## src/rtl/mvm_arbiter_if.sv

```systemverilog
// mvm_arbiter_if: requester-side bus shared between the layer controllers and
// mvm_arbiter.
//   req_valid/req_ready   : per-requester request handshake (ready is one-hot)
//   req_matrix/req_vector : per-requester operand slices, requester r in slice r
//   resp_valid/resp_ready : per-requester response handshake (valid is one-hot)
//   resp_data             : shared result vector, MATRIX_ROWS elements of WIDTH
// Modports: master = requester side, slave = arbiter side.
interface mvm_arbiter_if #(
  parameter int NUM_REQ     = 2,
  parameter int MATRIX_ROWS = 3,
  parameter int SHARED_DIM  = 3,
  parameter int WIDTH       = 8
);
  logic [NUM_REQ-1:0]                               req_valid;
  logic [NUM_REQ-1:0]                               req_ready;
  logic [NUM_REQ*MATRIX_ROWS*SHARED_DIM*WIDTH-1:0]  req_matrix;
  logic [NUM_REQ*SHARED_DIM*WIDTH-1:0]              req_vector;
  logic [NUM_REQ-1:0]                               resp_valid;
  logic [NUM_REQ-1:0]                               resp_ready;
  logic [MATRIX_ROWS*WIDTH-1:0]                     resp_data;

  modport master (
    output req_valid, req_matrix, req_vector, resp_ready,
    input  req_ready, resp_valid, resp_data
  );

  modport slave (
    input  req_valid, req_matrix, req_vector, resp_ready,
    output req_ready, resp_valid, resp_data
  );
endinterface

```

## src/rtl/mvm_arbiter.sv

```systemverilog
// mvm_arbiter: shares one mvm matrix-vector engine among NUM_REQ requesters.
// Accepts one operand pair at a time, latches it, pulses the engine clear and
// start, waits MVM_LATENCY cycles, then returns the engine result to the
// granted requester over a valid/ready response channel.
//
// Ports:
//   clk, reset_n          : clock, asynchronous active-low reset
//   bus (slave modport)   : requester handshakes, operands and shared result
//   busy                  : high whenever the sequencer is not idle
//   mvm_reset, mvm_start  : engine clear (also held during reset) and start pulse
//   mvm_matrix/mvm_vector : latched operands, stable from CLEAR to next grant
//   mvm_result            : engine output, captured after MVM_LATENCY cycles
//
// Build option: define MVM_ARB_FIXED_PRIO_EN for fixed priority (lowest index
// wins, no rotating pointer); default is round-robin.
module mvm_arbiter #(
  parameter int NUM_REQ     = 2,
  parameter int MATRIX_ROWS = 3,
  parameter int SHARED_DIM  = 3,
  parameter int WIDTH       = 8,
  parameter int MVM_LATENCY = 4
) (
  input  logic                                    clk,
  input  logic                                    reset_n,
  mvm_arbiter_if.slave                            bus,
  output logic                                    busy,
  output logic                                    mvm_reset,
  output logic                                    mvm_start,
  output logic [MATRIX_ROWS*SHARED_DIM*WIDTH-1:0] mvm_matrix,
  output logic [SHARED_DIM*WIDTH-1:0]             mvm_vector,
  input  logic [MATRIX_ROWS*WIDTH-1:0]            mvm_result
);
  localparam int MAT_W = MATRIX_ROWS * SHARED_DIM * WIDTH;
  localparam int VEC_W = SHARED_DIM * WIDTH;
  localparam int RES_W = MATRIX_ROWS * WIDTH;
  localparam int IDX_W = (NUM_REQ > 1) ? $clog2(NUM_REQ) : 1;
  localparam int CNT_W = $clog2(MVM_LATENCY + 1);

  typedef enum logic [2:0] {IDLE, CLEAR, START, WAIT, RESP} state_t;

  state_t             state_reg;
  logic [IDX_W-1:0]   grant_reg;
  logic [CNT_W-1:0]   cnt_reg;
  logic               clear_reg;
  logic               start_reg;
  logic               busy_reg;
  logic [NUM_REQ-1:0] resp_valid_reg;
  logic [RES_W-1:0]   resp_data_reg;
  logic [MAT_W-1:0]   matrix_reg;
  logic [VEC_W-1:0]   vector_reg;

  logic [IDX_W-1:0]   search_base;
  logic [IDX_W-1:0]   win_idx;
  logic               win_found;
  logic [NUM_REQ-1:0] win_onehot;
  logic [NUM_REQ-1:0] grant_onehot;
  logic               resp_done;

`ifdef MVM_ARB_FIXED_PRIO_EN
  assign search_base = '0;
`else
  logic [IDX_W-1:0] rr_ptr_reg;
  assign search_base = rr_ptr_reg;
`endif

  // First asserted request at or after search_base, wrapping modulo NUM_REQ.
  always_comb begin
    logic [IDX_W-1:0] cand;
    cand      = '0;
    win_found = 1'b0;
    win_idx   = '0;
    for (int k = 0; k < NUM_REQ; k++) begin
      cand = IDX_W'((int'(search_base) + k) % NUM_REQ);
      if (!win_found && bus.req_valid[cand]) begin
        win_found = 1'b1;
        win_idx   = cand;
      end
    end
  end

  for (genvar gi = 0; gi < NUM_REQ; gi++) begin : g_onehot
    assign win_onehot[gi]   = win_found && (win_idx == IDX_W'(gi));
    assign grant_onehot[gi] = (grant_reg == IDX_W'(gi));
  end

  // Grant is only offered in IDLE and never while reset is asserted, so
  // req_ready reads zero during reset even if requests are already pending.
  assign bus.req_ready = (state_reg == IDLE && reset_n) ? win_onehot : '0;

  // Only the owner's ready bit completes the response.
  assign resp_done = (state_reg == RESP) && |(bus.resp_ready & grant_onehot);

  always_ff @(posedge clk or negedge reset_n) begin
    if (!reset_n) begin
      state_reg      <= IDLE;
      grant_reg      <= '0;
      cnt_reg        <= '0;
      clear_reg      <= 1'b0;
      start_reg      <= 1'b0;
      busy_reg       <= 1'b0;
      resp_valid_reg <= '0;
      resp_data_reg  <= '0;
      matrix_reg     <= '0;
      vector_reg     <= '0;
`ifndef MVM_ARB_FIXED_PRIO_EN
      rr_ptr_reg     <= '0;
`endif
    end else begin
      clear_reg <= 1'b0;
      start_reg <= 1'b0;
      case (state_reg)
        IDLE: begin
          if (win_found) begin
            matrix_reg <= bus.req_matrix[int'(win_idx)*MAT_W +: MAT_W];
            vector_reg <= bus.req_vector[int'(win_idx)*VEC_W +: VEC_W];
            grant_reg  <= win_idx;
`ifndef MVM_ARB_FIXED_PRIO_EN
            rr_ptr_reg <= (win_idx == IDX_W'(NUM_REQ - 1)) ? '0 : win_idx + IDX_W'(1);
`endif
            clear_reg  <= 1'b1;
            busy_reg   <= 1'b1;
            state_reg  <= CLEAR;
          end
        end
        CLEAR: begin
          start_reg <= 1'b1;
          state_reg <= START;
        end
        START: begin
          cnt_reg   <= CNT_W'(MVM_LATENCY);
          state_reg <= WAIT;
        end
        WAIT: begin
          // The last WAIT cycle is MVM_LATENCY cycles after the start cycle,
          // which is when the engine result becomes valid.
          cnt_reg <= cnt_reg - CNT_W'(1);
          if (cnt_reg == CNT_W'(1)) begin
            resp_data_reg  <= mvm_result;
            resp_valid_reg <= grant_onehot;
            state_reg      <= RESP;
          end
        end
        RESP: begin
          if (resp_done) begin
            resp_valid_reg <= '0;
            busy_reg       <= 1'b0;
            state_reg      <= IDLE;
          end
        end
        default: state_reg <= IDLE;
      endcase
    end
  end

  assign bus.resp_valid = resp_valid_reg;
  assign bus.resp_data  = resp_data_reg;
  assign busy           = busy_reg;
  assign mvm_reset      = ~reset_n | clear_reg;
  assign mvm_start      = start_reg;
  assign mvm_matrix     = matrix_reg;
  assign mvm_vector     = vector_reg;
endmodule

```

## src/flat_wrapper.sv

```systemverilog
// flat-port wrapper written by rule: the top's interface ports become plain ports
module mvm_arbiter_flat 
#(
  parameter int NUM_REQ     = 2,
  parameter int MATRIX_ROWS = 3,
  parameter int SHARED_DIM  = 3,
  parameter int WIDTH       = 8,
  parameter int MVM_LATENCY = 4
)
  (clk, reset_n, busy, mvm_reset, mvm_start, mvm_matrix, mvm_vector, mvm_result, bus_req_valid, bus_req_matrix, bus_req_vector, bus_resp_ready, bus_req_ready, bus_resp_valid, bus_resp_data);
  mvm_arbiter_if #(.NUM_REQ(NUM_REQ), .MATRIX_ROWS(MATRIX_ROWS), .SHARED_DIM(SHARED_DIM), .WIDTH(WIDTH)) bus_i ();
  input  logic clk;
  input  logic reset_n;
  output logic busy;
  output logic mvm_reset;
  output logic mvm_start;
  output logic [MATRIX_ROWS*SHARED_DIM*WIDTH-1:0] mvm_matrix;
  output logic [SHARED_DIM*WIDTH-1:0] mvm_vector;
  input  logic [MATRIX_ROWS*WIDTH-1:0] mvm_result;
  input wire logic [$bits(bus_i.req_valid)-1:0] bus_req_valid;
  input wire logic [$bits(bus_i.req_matrix)-1:0] bus_req_matrix;
  input wire logic [$bits(bus_i.req_vector)-1:0] bus_req_vector;
  input wire logic [$bits(bus_i.resp_ready)-1:0] bus_resp_ready;
  output wire logic [$bits(bus_i.req_ready)-1:0] bus_req_ready;
  output wire logic [$bits(bus_i.resp_valid)-1:0] bus_resp_valid;
  output wire logic [$bits(bus_i.resp_data)-1:0] bus_resp_data;
  assign bus_i.req_valid = bus_req_valid;
  assign bus_i.req_matrix = bus_req_matrix;
  assign bus_i.req_vector = bus_req_vector;
  assign bus_i.resp_ready = bus_resp_ready;
  assign bus_req_ready = bus_i.req_ready;
  assign bus_resp_valid = bus_i.resp_valid;
  assign bus_resp_data = bus_i.resp_data;
  mvm_arbiter #(.NUM_REQ(NUM_REQ), .MATRIX_ROWS(MATRIX_ROWS), .SHARED_DIM(SHARED_DIM), .WIDTH(WIDTH), .MVM_LATENCY(MVM_LATENCY)) u_core (.clk(clk), .reset_n(reset_n), .bus(bus_i), .busy(busy), .mvm_reset(mvm_reset), .mvm_start(mvm_start), .mvm_matrix(mvm_matrix), .mvm_vector(mvm_vector), .mvm_result(mvm_result));
endmodule
```

## config.mk

```make
export PLATFORM = sky130hd
export DESIGN_NAME = mvm_arbiter_flat
export DESIGN_NICKNAME = d
export VERILOG_FILES = /design/src/rtl/mvm_arbiter_if.sv /design/src/rtl/mvm_arbiter.sv /design/src/flat_wrapper.sv
export SDC_FILE = /design/constraint.sdc
export NUM_CORES = 1
export LEC_CHECK = 0
export ABC_AREA = 1
export CORE_AREA = 3 3 134 136
export DETAILED_ROUTE_END_ITERATION = 7
export DIE_AREA = 0 0 137 139
export PLACE_DENSITY = 0.85
export RECOVER_POWER = 50
export SYNTH_ARGS = -nofsm -noshare
export SYNTH_HDL_FRONTEND = slang
export SYNTH_SLANG_ARGS = --single-unit
```

## constraint.sdc

```tcl
create_clock -name clk -period 1.6 [get_ports clk]
set_input_delay 0.32 -clock clk [delete_from_list [all_inputs] [get_ports clk]]
set_output_delay 0.32 -clock clk [all_outputs]
set_load 0.005 [all_outputs]
```

==> reports/metrics.yaml <==
outcome: "complete, but fails checks"
violations: "hold timing, setup timing"
critPathTopFamily: "simple AND/OR/NAND/NOR gates"
yosys.cell_types.count: 25
routed_via_density: 5.29
rrSetupSlack_ps: 20
core-area_um2: 17100
startpoint_type: "flop"
fin_crit_ps: 1700
tightestPinTransition_ps: 809
cts_tree: "done"
layout_common_cells: "clkdlybuf4s50_1 (219), nand3_1 (197), nand2_1 (138)"
root_buffer: "clkbuf_16"
clockBufferDepth: 2
syn-cell-area_um2: 6210
cts_sinks: 133
grt_pass1_wl_um: 35000
dpl.hpwl_um: 15700
skew_ps: 9.15
critPathMaxStageDelay_ps: 400
num_vias: 6849
power_density_nw_per_um2: 1670
worstPathCellList: "nor2_4, nand2_4, nor2_4, nand2_2, nor2_2, buf_2"
slew_viol_final: 0
grt_use_met2_pct: 37.8
yosysWarnings: 0
cts_inserted_buffers: 17
power.total_w: 0.0178
worstHoldPathType: "input port to async pin"
crit_buf_inv: 1
critPathKind: "flop to output pin"
diodes: 0
place_congestion: 0.842
overflow: 0
ys_ff_latch: 133
post_drt_wl_per_cell_um: 17.8
end_kind: "output pin"
slew_headroom_pct: 46.1
hold_viol_final: 28
setup_viol: 2
htreeDepth: 4
met3_usage_pct: 7.80
syn_avg_cell_area_um2: 8.60
die_w_um: 137
fin_crit_sh_pct: 106
r2r_end: "u_core.mvm_vector[22]"
largest_register_ffs: 72
die_h_um: 139
synthesis.nets: 946
crit_path_top_delay_cell: "dfrtp_1"
grt_pass1_vias: 6854
clkLatencyLatePin_ps: 410
use_met1_pct: 26.3
final_cells: 1295
fin_hold_ws_ps: -49.2
maxCapViolations: 0
drt_iter0_drc: 356
p_leak_nw: 5.20
r2r_cells: 8
antenna_found_initial: 1
top_usage_layer: "met2"
ir_drop_mv: 1.00
ys_seq_area_share_pct: 53.6
portBuffers: 348
dpl_worst_slack_ps: -517
initial_core_util_pct: 36.4
io-pin-count: 349
ant_nets: 0
drive_gt1_share_pct: 7.94
die_area_um2: 19000
dp_cells: 1257
drc_errors: 0
critPathMostFrequentCell: "nor2_4"
critical_path_arrival_ps: 1380
area_delta_synth_final_pct: 71.2
dr.pass1.iters: 7
syn_inst: 722
critPathMaxFanout: 2
cp.required_ps: 1280
grt_max_degree: 134
routed_wl_um: 23000
grt.total_usage_pct: 23.1
path_clk_slew_ps: 60
rsz0062_at_grt: "true"
nNetsFinal: 1281
r2r-start: "u_core.state_reg[0]"
setup_ws_ps: -102
row_count: 48
layout_commonest_cell: "clkdlybuf4s50_1"
fmax_ghz: 0.588
[layer usage]
layer  vias to the layer above  wire length, um
li1                       3202                -
met1                      3233             8670
met2                       336            11200
met3                        76             2170
met4                         2              994
met5                         -               17
[worst reg2reg max path, cell delays in order (launching register included)]
cell     delay (ps)
dfrtp_1         400
nor2_4          150
nand2_4          80
nor2_4          100
buf_4           220
inv_2           130
buf_4           220
nand2_1          80
nand3_1          80
[metrics by stage]
step           util (%)  area [um^2]  TNS (ps)  hold slack, ps
6_report           62.3        10600      -180           -49.2
5_1_grt            62.3        10600     -7110            63.1
4_1_cts            61.7        10500      -206            61.4
3_5_place_dp       58.6         9990    -32570             462
3_3_place_gp       58.6         9990    -28850             460
2_1_floorplan         -         6210         0            24.4
[repair_timing]
item	CTS	global route
pin swaps	2	3
buffers inserted	3	2
hold buffers	0	0
cloned	0	1
endpoints found under the setup margin	105	91
resized for setup	117	26
[how the worst max path moves through the flow]
| stage | startpoint | end | slack (ps) | depth (start not counted) |
|---|---|---|---|---|
| after floorplan | u_core.state_reg[0] | bus_req_ready[0] | 120 | 6 |
| after global placement | bus_req_valid[0] | bus_req_ready[0] | -490 | 6 |
| after detailed placement | bus_req_valid[0] | bus_req_ready[0] | -520 | 6 |
| after CTS | u_core.state_reg[1] | bus_req_ready[0] | -140 | 6 |
| after global routing | u_core.state_reg[0] | bus_req_ready[0] | -230 | 6 |
| final | u_core.state_reg[0] | bus_req_ready[0] | -100 | 6 |
[cells in the mapped netlist]
cell type,number,area share (%)
ha_1,2,0.40
nand2_2,1,0.10
clkbuf_1,35,2.1
nand2_1,141,8.5
o22ai_1,1,0.10
inv_2,1,0.060
o21a_1,1,0.12
or2_2,2,0.20
dfrtp_1,133,54
a21oi_1,2,0.16
nor2_2,2,0.20
o21ai_1,5,0.40
a31oi_1,1,0.10
nand3_2,1,0.16
nor2_4,2,0.36
nand3_1,197,16
o21ai_0,22,1.8
buf_2,20,1.6
nor3_1,1,0.080
buf_4,5,0.60
buf_1,2,0.12
inv_1,36,2.2
nand4_1,99,10
nor2_1,5,0.30
buf_6,5,0.91
[cells by family after synthesis]
logic type                 Yosys count  share of synthesized area [%]
and+or+nand+nor                    451                           35.8
DFF                                133                           53.6
buffers and inverters              104                           7.59
AOI/OAI and AO/OA                   32                           2.66
adders and majority gates            2                          0.403
[power breakdown]
part | switching, W | internal, W | total, W
logic | 0.00387 | 0.00379 | 0.00766
registers | 0.000837 | 0.00501 | 0.00584
clock network | 0.00161 | 0.00265 | 0.00427
total | 0.00632 | 0.0114 | 0.0178
[area by class of cell]
cell class	count	area (um^2)
fillers	1448	6420
repair buffers	383	3800
flip-flops and latches	133	3330
multi-input cells	485	2440
clock buffers	17	425
well taps	225	282
clock inverters	15	218
inverters	37	139
(Power assumes the default switching activity.)
==> RTL edit (same flow settings) <==
The 5 states of `state_t` get a one-hot encoding in 5 bits.
--- a/src/rtl/mvm_arbiter.sv
+++ b/src/rtl/mvm_arbiter.sv
@@ -36,7 +36,7 @@
   localparam int IDX_W = (NUM_REQ > 1) ? $clog2(NUM_REQ) : 1;
   localparam int CNT_W = $clog2(MVM_LATENCY + 1);
 
-  typedef enum logic [2:0] {IDLE, CLEAR, START, WAIT, RESP} state_t;
+  typedef enum logic [4:0] {IDLE = 5'b00001, CLEAR = 5'b00010, START = 5'b00100, WAIT = 5'b01000, RESP = 5'b10000} state_t;
 
   state_t             state_reg;
   logic [IDX_W-1:0]   grant_reg;
Check against the original RTL: no difference found for any inputs over 4 cycles, from zero or initial values and one cycle with reset_n low; so few cycles prove little.
==> RTL edit against the unedited design <==
Power increased by 3.4%; clock skew increased by 0.0069 ns; die area unchanged; setup slack got worse by 0.22 ns; critical path type unchanged; critical endpoint is now bus_req_ready[1]; routed wire length increased by 1.4%; sequential cell count increased by 2; the run still ends with hold timing, setup timing left; design area increased by 0.62%; synthesized area decreased by 1.3%; clock power decreased by 12%.
==> RTL edit: results <==
status:
  status: "finished with violations"
  violations: "hold timing, setup timing"
sta:
  setup_ws_ns: -0.3196
  maxSlewHeadroom_pct: 48.04
  finClkSkew_ns: 0.01607
  setup-tns-final_ns: -14.18
  fin_worst_hold_slack_ns: -0.01494
  final_hold_viol_count: 28
  setup_viol: 99
finish:
  clock_area_share_pct: 5.263
  nets: 1315
  multiInputGateArea_um2: 2454
  fillers: 1466
  multi_input_gates: 524
  inverters: 19
  drive_gt1_share_pct: 9.239
  regArea_um2: 3379
  signal_buffers: 394
  buffer_area_share_pct: 36.90
global_route:
  track_usage_pct: 24.00
  grt_pass1_wl_mm: 36.04
  grt_pass1_vias: 6912
  grt_use_met2_pct: 40.59
  antenna_found_initial: 0
drt:
  wl_met2_mm: 11.73
  met3WireLength_mm: 1.943
  wl_met1_mm: 8.827
  drt_iter0_markers: 428
  wirelength_mm: 23.36
power_and_ir_drop:
  pwr-share-clk_pct: 20.4
  p_leak_uw: 0.005065
  ir_drop_uv: 883.5
  p_int_uw: 11500
  combinationalPowerShare_pct: 47.9
place:
  place_hpwl_mm: 15.45
  placed_cell_area_um2: 9986
  pre_cts_ws_ns: -0.4906
logic_synthesis:
  avgSynthCellArea_um2: 8.362
  synth_compound_area_share_pct: 0.8369
  yosysSeqAreaShare_pct: 55.13
  synthAdderAreaFrac_pct: 0.4082
  synth_area_leaders: "dfrtp_1, nand3_1, nand2_1, buf_2, clkbuf_1"
  ys_seq_elements: 135
critical_path:
  r2r_end: "u_core.mvm_vector[6]$_DFFE_PN0P_"
  cp-endpoint: "bus_req_ready[1]"
RTL edit: what timing repair did:
item	in CTS	in global routing
setup endpoints to repair	209	122
resized for setup	128	19
pin swaps	4	7
setup buffers	6	4
cloned	5	0
RTL edit: worst min path at each step:
stage                                               from                              endpoint  slack [ns]  cells past startpoint
finish                                           reset_n     u_core.mvm_matrix[65]$_DFFE_PN0P_       -0.01                      2
global route                                     reset_n     u_core.mvm_vector[19]$_DFFE_PN0P_        0.08                      2
CTS                                              reset_n     u_core.mvm_matrix[65]$_DFFE_PN0P_        0.05                      2
detailed placement  u_core.bus.resp_data[20]$_DFFE_PN0P_  u_core.bus.resp_data[20]$_DFFE_PN0P_        0.46                      2
global placement    u_core.bus.resp_data[11]$_DFFE_PN0P_  u_core.bus.resp_data[11]$_DFFE_PN0P_        0.45                      2
floorplan                                        reset_n   u_core.bus.resp_data[0]$_DFFE_PN0P_        0.02                      0
